**src/rtl/if_prefetch_queue.sv**
```systemverilog
// if_prefetch_queue: instruction-fetch front end with a small prefetch queue.
// Owns the fetch PC, issues one word fetch at a time over req/ack, buffers
// {instr, pc4} pairs for decode and flushes/restarts on a redirect.
// Optional performance counters are enabled by defining IFQ_PERF_EN.
module if_prefetch_queue #(
  parameter int          DEPTH    = 4,
  parameter logic [31:0] RESET_PC = 32'h00000000
) (
  input  logic                       clk,
  input  logic                       clr,
  input  logic                       redirect,
  input  logic [31:0]                redirect_pc,
  output logic                       im_req,
  output logic [31:0]                im_addr,
  input  logic                       im_ack,
  input  logic [31:0]                im_rdata,
  output logic                       out_valid,
  output logic [31:0]                out_instr,
  output logic [31:0]                out_pc4,
  input  logic                       out_ready,
`ifdef IFQ_PERF_EN
  output logic [31:0]                perf_fetched,
  output logic [31:0]                perf_dropped,
`endif
  output logic [$clog2(DEPTH):0]     count
);

  localparam int PW = $clog2(DEPTH);
  localparam int CW = PW + 1;
  localparam logic [CW-1:0] FULL = CW'(DEPTH);

  typedef enum logic [1:0] {
    IDLE,
    REQ,
    DROP
  } fetchState_t;

  fetchState_t       state;
  fetchState_t       stateNext;
  logic [31:0]       fetchPc;
  logic [31:0]       dropAddr;
  logic [31:0]       redirectTarget;
  logic [PW-1:0]     rdPtr;
  logic [PW-1:0]     wrPtr;
  logic [CW-1:0]     occupancy;
  logic [CW:0]       postCount;
  logic              doPush;
  logic              doPop;
  logic [31:0]       instrMem [DEPTH];
  logic [31:0]       pc4Mem   [DEPTH];

  assign redirectTarget = {redirect_pc[31:2], 2'b00};
  assign count          = occupancy;

  // Queue handshake qualifiers: a redirect discards both the push and the pop of its cycle
  always_comb begin
    doPush    = 1'b0;
    doPop     = 1'b0;
    postCount = '0;
    doPush    = (state == REQ) && im_ack && !redirect;
    doPop     = (occupancy != '0) && out_ready && !redirect;
    postCount = {1'b0, occupancy} + (CW+1)'(1) - (CW+1)'(doPop);
  end

  // Next-state logic: fetch only while there is room, and swallow the stale ack after a redirect
  always_comb begin
    stateNext = state;
    case (state)
      IDLE: begin
        if (redirect || (occupancy < FULL)) stateNext = REQ;
      end
      REQ: begin
        if (redirect) begin
          stateNext = im_ack ? REQ : DROP;
        end else if (im_ack) begin
          stateNext = (postCount < {1'b0, FULL}) ? REQ : IDLE;
        end
      end
      DROP: begin
        if (im_ack) stateNext = REQ;
      end
      default: stateNext = IDLE;
    endcase
  end

  // Output decode: memory request side and queue head presentation
  always_comb begin
    im_req    = 1'b0;
    im_addr   = fetchPc;
    out_valid = 1'b0;
    out_instr = 32'h0;
    out_pc4   = 32'h0;
    im_req    = (state == REQ) || (state == DROP);
    if (state == DROP) im_addr = dropAddr;
    if (occupancy != '0) begin
      out_valid = 1'b1;
      out_instr = instrMem[rdPtr];
      out_pc4   = pc4Mem[rdPtr];
    end
  end

  // Control state: FSM register, fetch PC, stale address, pointers and occupancy
  always_ff @(posedge clk or posedge clr) begin
    if (clr) begin
      state     <= IDLE;
      fetchPc   <= RESET_PC;
      dropAddr  <= RESET_PC;
      rdPtr     <= '0;
      wrPtr     <= '0;
      occupancy <= '0;
    end else begin
      state <= stateNext;
      if (redirect) begin
        fetchPc   <= redirectTarget;
        rdPtr     <= '0;
        wrPtr     <= '0;
        occupancy <= '0;
        if ((state == REQ) && !im_ack) dropAddr <= fetchPc;
      end else begin
        if (doPush) begin
          fetchPc <= fetchPc + 32'd4;
          wrPtr   <= wrPtr + PW'(1);
        end
        if (doPop) rdPtr <= rdPtr + PW'(1);
        case ({doPush, doPop})
          2'b10:   occupancy <= occupancy + CW'(1);
          2'b01:   occupancy <= occupancy - CW'(1);
          default: occupancy <= occupancy;
        endcase
      end
    end
  end

  // Queue storage: written on push; contents need no reset because empty slots are masked
  always_ff @(posedge clk) begin
    if (doPush) begin
      instrMem[wrPtr] <= im_rdata;
      pc4Mem[wrPtr]   <= fetchPc + 32'd4;
    end
  end

`ifdef IFQ_PERF_EN
  logic [32:0] dropAdd;
  logic [32:0] dropSum;

  // Dropped-work amount: flushed entries plus any ack whose data is thrown away
  always_comb begin
    dropAdd = '0;
    dropSum = '0;
    if (redirect) begin
      dropAdd = 33'(occupancy) + 33'((state != IDLE) && im_ack);
    end else if ((state == DROP) && im_ack) begin
      dropAdd = 33'd1;
    end
    dropSum = {1'b0, perf_dropped} + dropAdd;
  end

  // Saturating performance counters
  always_ff @(posedge clk or posedge clr) begin
    if (clr) begin
      perf_fetched <= 32'h0;
      perf_dropped <= 32'h0;
    end else begin
      if (doPush && (perf_fetched != 32'hFFFFFFFF)) perf_fetched <= perf_fetched + 32'd1;
      perf_dropped <= dropSum[32] ? 32'hFFFFFFFF : dropSum[31:0];
    end
  end
`endif

endmodule
```
**config.mk**
```make
export PLATFORM = sky130hd
export DESIGN_NAME = if_prefetch_queue
export DESIGN_NICKNAME = d
export VERILOG_FILES = /design/src/rtl/if_prefetch_queue.sv
export SDC_FILE = /design/constraint.sdc
export NUM_CORES = 1
export LEC_CHECK = 0
export ABC_AREA = 1
export CORE_MARGIN = 1.5
export CORE_UTILIZATION = 58
export CTS_BUF_LIST = sky130_fd_sc_hd__clkbuf_4 sky130_fd_sc_hd__clkbuf_8
export DETAILED_ROUTE_END_ITERATION = 8
export HOLD_SLACK_MARGIN = 0.08
export PLACE_DENSITY = 0.79
export SLEW_MARGIN = 20
export SYNTH_ARGS = -nofsm -noshare
export SYNTH_HDL_FRONTEND = slang
export SYNTH_SLANG_ARGS = --single-unit
```
**constraint.sdc**
```tcl
create_clock -name clk -period 4.69 [get_ports clk]
set_clock_uncertainty 0.1 [all_clocks]
set_input_delay 0.938 -clock clk [delete_from_list [all_inputs] [get_ports clk]]
set_output_delay 0.938 -clock clk [all_outputs]
set_load 0.1 [all_outputs]
```
# ---- Yosys cells after proc, flatten, opt, wreduce, memory -nomap -nowiden
# Memories as Yosys holds them, arrays and structs flattened.
# Index checks and enable logic that the tools add are counted.
# Widths: inputs -> output; s select.
dict set report word_totals {
  register_bits 73
  ramBits 256
  word_cells 61
  mem_count 2
}
# memory depth width read_ports rd_ports_with_merged_regs wr line_no
set mem_list {}
lappend mem_list {instrMem 4 32 1 0 1 49} ;# logic [31:0] instrMem [DEPTH];
lappend mem_list {pc4Mem 4 32 1 0 1 50} ;# logic [31:0] pc4Mem [DEPTH];
dict set report op_classes {
  n_addsub 7
  magnitude_cmp 2
  eq_ne 7
  muxes 21
  n_reduce_logical 16
}
# cell count
set op_table {}
lappend op_table {{$mux 32} 5}
lappend op_table {{$add 32x3->32 const B} 1}
lappend op_table {{$mux 2} 9}
lappend op_table {{$pmux 2 s3} 1}
lappend op_table {{$pmux 3 s2} 1}
lappend op_table {{$reduce_bool 3->1} 2}
lappend op_table {{$logic_and 1x1->1} 5}
lappend op_table {{$add 2x1->2 const B} 2}
lappend op_table {{$add 3x1->4 const B} 1}
lappend op_table {{$eq 2x1->1 const B} 2}
lappend op_table {{$eq 2x2->1 const B} 2}
lappend op_table {{$lt 4x3->1 const B} 1}
lappend op_table {{$mux 1} 4}
lappend op_table {{$ne 2x2->1 const B} 2}
lappend op_table {{$reduce_bool 2->1} 2}
lappend op_table {{$sub 4x1->4} 1}
lappend op_table {{$add 3x1->3 const B} 1}
lappend op_table {{$lt 3x3->1 const B} 1}
lappend op_table {{$mux 3} 1}
lappend op_table {{$ne 3x3->1 const B} 1}
lappend op_table {{$reduce_and 3->1} 1}
lappend op_table {{$sub 3x1->3 const B} 1}
lappend op_table {{$logic_not 1->1} 2}
lappend op_table {{$logic_not 2->1} 1}
lappend op_table {{other kinds (2)} 3}

# ---- Depth between registers and ports, before layout
# Gate-level depths: netlist of run 1.
dict set report depth {
  ltp_word 9
  mapped_depth 10
  depth_no_buf 10
}

# ---- Worst setup path after synthesis of run 1
# OpenSTA, ideal clock, no wires.
dict set report synth_timing {
  path_type {register to output}
  start {reg occupancy[2] (netlist: count[2])}
  end {out out_instr[0]}
  arrival_time_ns 3.732
  setup_slack_ns -0.080
  path_stages_with_launch 6
  path_cell_list {dfrtp_1 > inv_1 > nand2_1 > inv_2 > clkbuf_1 > a21oi_1}
}
dict set report synth_via {
  elab_chain_cells 2
}
# element line_no
set synth_lines {}
lappend synth_lines {{start: declaration} 45} ;# logic [CW-1:0] occupancy;
lappend synth_lines {{start signal: assignment} 126} ;# 2'b10: occupancy <= occupancy + CW'(1);
lappend synth_lines {{start signal: assignment} 127} ;# 2'b01: occupancy <= occupancy - CW'(1);
lappend synth_lines {{start signal: assignment} 128} ;# default: occupancy <= occupancy;
lappend synth_lines {{$reduce_bool 3->1} 95} ;# if (occupancy != '0) begin
lappend synth_lines {{$mux 32} 95}
lappend synth_lines {{end: declaration} 18} ;# output logic [31:0] out_instr,
# Every way passes these cells.

# ---- Worst setup path after layout of run 1
dict set report layout_timing {
  start {reg rdPtr[0]}
  end {out out_pc4[13]}
}
dict set report layout_via {
  elab_chain_cells 2
}
# element line_no
set layout_lines {}
lappend layout_lines {{start: declaration} 43} ;# logic [PW-1:0] rdPtr;
lappend layout_lines {{start signal: assignment} 124} ;# if (doPop) rdPtr <= rdPtr + PW'(1);
lappend layout_lines {{$mem_v2 4x32} n/a}
lappend layout_lines {{$mux 32} 95}
lappend layout_lines {{end: declaration} 19} ;# output logic [31:0] out_pc4,
# Every way passes these cells.

==> impl_metrics.yaml, run 1 <==
route:
  drcViolationCount: 0
  finalWirelength_um: 31400
  via_per_inst: 5.38
  antenna_left: 0
  vias: 10145
  wl_per_cell_um: 16.6
  drt_iter0_drc: 752
  firstDrtPassIters: 5
finish:
  layout_common_cells: "nor2_1 (284), edfxtp_1 (248), nand2_1 (235)"
  area_growth_pct: 19.6
  drive_above_1_share_pct: 15.0
  layout_commonest_cell: "nor2_1"
  layout.nets: 1602
  fin_util_pct: 70.8
  antenna_cells: 0
hold_path:
  min_to: "dropAddr[29]"
  min_path_cells: 2
  holdCritPathClass: "reg2reg"
  hold_start: "dropAddr[29]"
place:
  dp_hpwl_um: 19300
  gp_congestion: 0.848
  io_buffer_count: 163
clocking:
  numCtsBuffers: 50
  hold_buffers: 0
  cts_setup_buffers: 0
  htreeDepth: 2
  clkLatencyLatePin_ps: 570
  cts_tree: "done"
  cts_resized: 0
  cts.clk_slew.worst_paths_ps: 60
  root_buffer: "clkbuf_8"
  clockBufferDepth: 3
  clkSinkCount: 317
critical_path:
  cpPeakStageDelay_ps: 870
  r2r_setup_slack_ps: 2150
  worstPathArrival_ps: 3070
  cp.required_ps: 3650
  crit_type: "reg2out"
  reg2regPathDepth: 7
  crit_chain: "buf_4 > nor2_1 > nor2_1 > o21ai_0 > a21oi_1 > buf_4"
  critPathMaxFanout: 101
  r2r_start: "state[1]"
  end_kind: "primary output"
  crit_slowest_cell: "buf_4"
  r2r_end: "instrMem[3][8]"
  worst_setup_path_start_kind: "flip-flop"
  cp_top_family: "buffers and inverters"
  crit_buf_inv: 2
synth:
  synth-async-reset-ratio_pct: 21.8
  synth-seq-cells: 317
  netlist_area_um2: 13900
  synth-edff-count: 248
  yosysWarnings: 0
  yosysSeqAreaShare_pct: 66.0
  syn_avg_cell_area_um2: 10.2
  ys_types: 31
  synth_flop_cell: "edfxtp_1"
  synthCells: 1362
die:
  start_util_pct: 59.2
  chipHeight_um: 158
  fp.dieW_um: 158
  placementRows: 56
  fp.coreArea_um2: 23500
  ioPinCount: 170
  dieArea_um2: 24900
global_routing:
  antenna_found_initial: 0
  grt_pass1_vias: 9648
  grt_util_all_layers_pct: 25.4
  overflow: 0
  grt_pass1_wl_um: 48500
  grt_max_degree: 102
timing:
  fmax_mhz: 244
  min_period_ps: 4110
  relSlewSlack_pct: 27.7
  final_max_slew_viol_count: 0
  hold_viol: 0
  post-route-period-util_pct: 87.6
  hold_slack_ps: 383
  finalSetupViolations: 0
  worst_slew_pin_slew_ps: 1080
  rsz0062_at_grt: "false"
outcome:
  status: "finished clean"
run:
  drv_cap: 0
cells in the mapped netlist (11+ instances only):
master    count  share of area [%]
buf_4        12               0.65
clkbuf_1     41                1.1
o21ai_0     209                7.5
dfrtp_1      69                 12
nor2_1      289                7.8
xor2_1       11               0.69
edfxtp_1    248                 54
inv_1        69                1.9
nand3_1      25               0.90
a21oi_1      66                2.4
nand2_1     235                6.3
buf_2        19               0.68
through the flow:
stage | setup slack, ps | std cells | setup TNS, ps | area, µm²
after floorplan | -79.6 | 1365 | -4770 | 13900
after global placement | 1180 | 1790 | 0 | 15600
after detailed placement | 1160 | 1790 | 0 | 15600
after CTS | 544 | 1884 | 0 | 16600
after global routing | 420 | 1884 | 0 | 16600
final | 583 | 1884 | 0 | 16600
logic make-up after synthesis:
| logic type | count (synthesis) | synth area share (%) |
|---|---|---|
| xor+xnor | 15 | 1.05 |
| buf+inv | 148 | 4.51 |
| simple gates | 583 | 16.9 |
| flops | 317 | 66.0 |
| fa+ha+maj | 10 | 0.954 |
| other cells | 1 | 0.0270 |
| compound gates | 288 | 10.5 |
area by class of cell:
type | instances | area, µm²
flip-flops and latches | 317 | 9180
fillers | 1683 | 6850
multi-input cells | 900 | 4150
repair buffers | 180 | 1580
clock buffers | 72 | 891
well taps | 319 | 399
inverters | 74 | 279
clock inverters | 22 | 146
tightest hold or removal path: stages, from the launching register on:
cell and delay [ps]:
dfrtp_1 340, nand2_1 50, o21ai_0 60
how the worst max path moves through the flow:
stage / start / endpoint / slack (ps) / cells after the start
2_1_floorplan: count[2] / out_instr[0] / -80 / 5
3_3_place_gp: rdPtr[0] / out_pc4[13] / 1180 / 6
3_5_place_dp: rdPtr[0] / out_pc4[13] / 1160 / 6
4_1_cts: rdPtr[0] / out_pc4[13] / 540 / 6
5_1_grt: rdPtr[0] / out_pc4[17] / 420 / 6
6_report: rdPtr[0] / out_pc4[13] / 580 / 6
sequential cells by signal, indices dropped and copies added, names as in the netlist:
signal	count
dropAddr	30
wrPtr	2
instrMem	128
count	3
state	2
fetchPc	30
rdPtr	2
pc4Mem	120
per-layer routing:
layer	up-vias	GRT usage (%)	part of all wire (%)
met5	-	0	0
met4	0	8.63	2.3
met3	49	5.09	7.8
met2	384	41.8	47
met1	4804	33.9	43
li1	4908	-	-
Power of run 1 is left out: the tool's default activity adds up to more than one toggle a clock period on the data nets, which glitch-free logic cannot reach.
==> run 2: changes to the inputs <==
- CORE_UTILIZATION: 58 -> 60
- DONT_BUFFER_PORTS: default -> 1
- PLACE_DENSITY: 0.79 -> 0.72
- REMOVE_ABC_BUFFERS: default -> 1
- SLEW_MARGIN: 20 -> 30
==> run 2 against run 1 <==
Sequential cell count unchanged. Cell area up 1.8%. Die area down 3.3%. Largest cell class unchanged.
==> impl_metrics.yaml, run 2 (same netlist as run 1, synthesis figures left out) <==
die:
  ioPinCount: 170
  start_util_pct: 61.2
  dieArea_um2: 24100
  fp.coreArea_um2: 22700
  fp.dieW_um: 155
  chipHeight_um: 155
  placementRows: 55
timing:
  hold_slack_ps: 213
  relSlewSlack_pct: 36.3
  post-route-period-util_pct: 83.0
  finalSetupViolations: 0
  min_period_ps: 3890
  rsz0062_at_grt: "false"
  setup_ws_ps: 799
  fmax_mhz: 257
  hold_viol: 0
  worst_slew_pin_slew_ps: 956
  final_max_slew_viol_count: 0
  fin_setup_tns_ps: 0
global_routing:
  top_usage_layer: "met2"
  grt_util_met2_pct: 44.9
  overflow: 0
  grt_pass1_wl_um: 50400
  globalRouteMet1Util_pct: 35.2
  grt_max_degree: 86
  grt_pass1_vias: 9774
  grt_util_all_layers_pct: 27.0
  antenna_found_initial: 0
  use_met3_pct: 6.16
finish:
  layout.nets: 1513
  largest_register_ff_count: 128
  antenna_cells: 0
  design_area_um2: 16900
  drive_above_1_share_pct: 20.6
  largestRegisters: "instrMem: 128 flops, pc4Mem: 120 flops"
  layout_commonest_cell: "nor2_1"
  largest_register: "instrMem"
  area_growth_pct: 21.7
  nFillCells: 1480
  layout_common_cells: "nor2_1 (284), edfxtp_1 (248), nand2_1 (234)"
clocking:
  clkSinkCount: 317
  cts_setup_buffers: 0
  hold_buffers: 0
  cts.clk_slew.worst_paths_ps: 60
  numCtsBuffers: 49
  htreeDepth: 2
  cts_tree: "done"
  clockBufferDepth: 3
  cts_resized: 0
  clkLatencyLatePin_ps: 560
  root_buffer: "clkbuf_8"
route:
  wl_per_cell_um: 18.1
  finalWirelength_um: 31600
  vias: 9835
  drt_iter0_drc: 678
  firstDrtPassIters: 5
  antenna_left: 0
  via_per_inst: 5.62
  drcViolationCount: 0
critical_path:
  worstPathArrival_ps: 2850
  reg2regPathDepth: 7
  r2r_end: "instrMem[0][20]"
  critPathMaxFanout: 32
  cp.required_ps: 3650
  crit_chain: "inv_1 > ha_4 > buf_4 > nand2_1 > o21ai_2 > buf_4"
  crit_slowest_cell: "buf_4"
  worst_setup_path_start_kind: "flip-flop"
  cpPeakStageDelay_ps: 570
  r2r_start: "state[1]"
  path_common_cell: "buf_4"
  crit_type: "reg2out"
  r2r_setup_slack_ps: 1960
  cp_top_family: "buffers and inverters"
  crit_buf_inv: 3
  end_kind: "primary output"
place:
  dp_slack_ps: 1050
  io_buffer_count: 0
  dp_hpwl_um: 19500
  place_area_um2: 16000
  gp_congestion: 0.930
hold_path:
  holdCritPathClass: "in2async"
outcome:
  status: "finished clean"
run:
  drv_cap: 0
## run 2: changes by cell type in the layout (fill, tap and decap cells not counted), sizes merged
cell / before / now
buf: 109 / 92
inv: 73 / 75
clkinvlp: 0 / 1
clkinv: 21 / 14
clkbuf: 72 / 64
clkdlybuf4s50: 71 / 0
## run 2: area by class of cell
| type | instances | area (µm²) | share of cell area (%) |
|---|---|---|---|
| sequential | 317 | 9180 | 54.3 |
| inverter | 74 | 284 | 1.68 |
| clock inverter | 18 | 140 | 0.828 |
| multi-input combinational | 900 | 4660 | 27.6 |
| timing repair buffer | 92 | 1500 | 8.84 |
| clock buffer | 64 | 800 | 4.73 |
| tap | 285 | 357 | 2.11 |
## run 2: per-stage QoR
step	utilization, %	cells
2_1_floorplan	-	1291
3_3_place_gp	69.6	1668
3_5_place_dp	70.3	1668
4_1_cts	74.4	1750
5_1_grt	74.5	1750
6_report	74.5	1750
## run 2: worst max-delay path by stage
| stage | slack [ps] | endpoint | cells after the start | startpoint |
|---|---|---|---|---|
| floorplan | -1110 | out_instr[0] | 3 | rdPtr[0] |
| global placement | 1410 | out_instr[27] | 7 | count[0] |
| detailed placement | 1050 | im_addr[21] | 6 | state[0] |
| CTS | 420 | im_addr[19] | 6 | state[0] |
| global route | 610 | im_addr[19] | 6 | state[0] |
| finish | 800 | im_addr[19] | 6 | state[0] |
## run 2: layer usage
metal	part of all wire [%]	routed length (µm)	up-vias
li1	-	-	4718
met1	41	12800	4703
met2	49	15600	355
met3	7.5	2360	59
met4	2.4	758	0
met5	0	0	-
Power of run 2 is left out for the same reason.
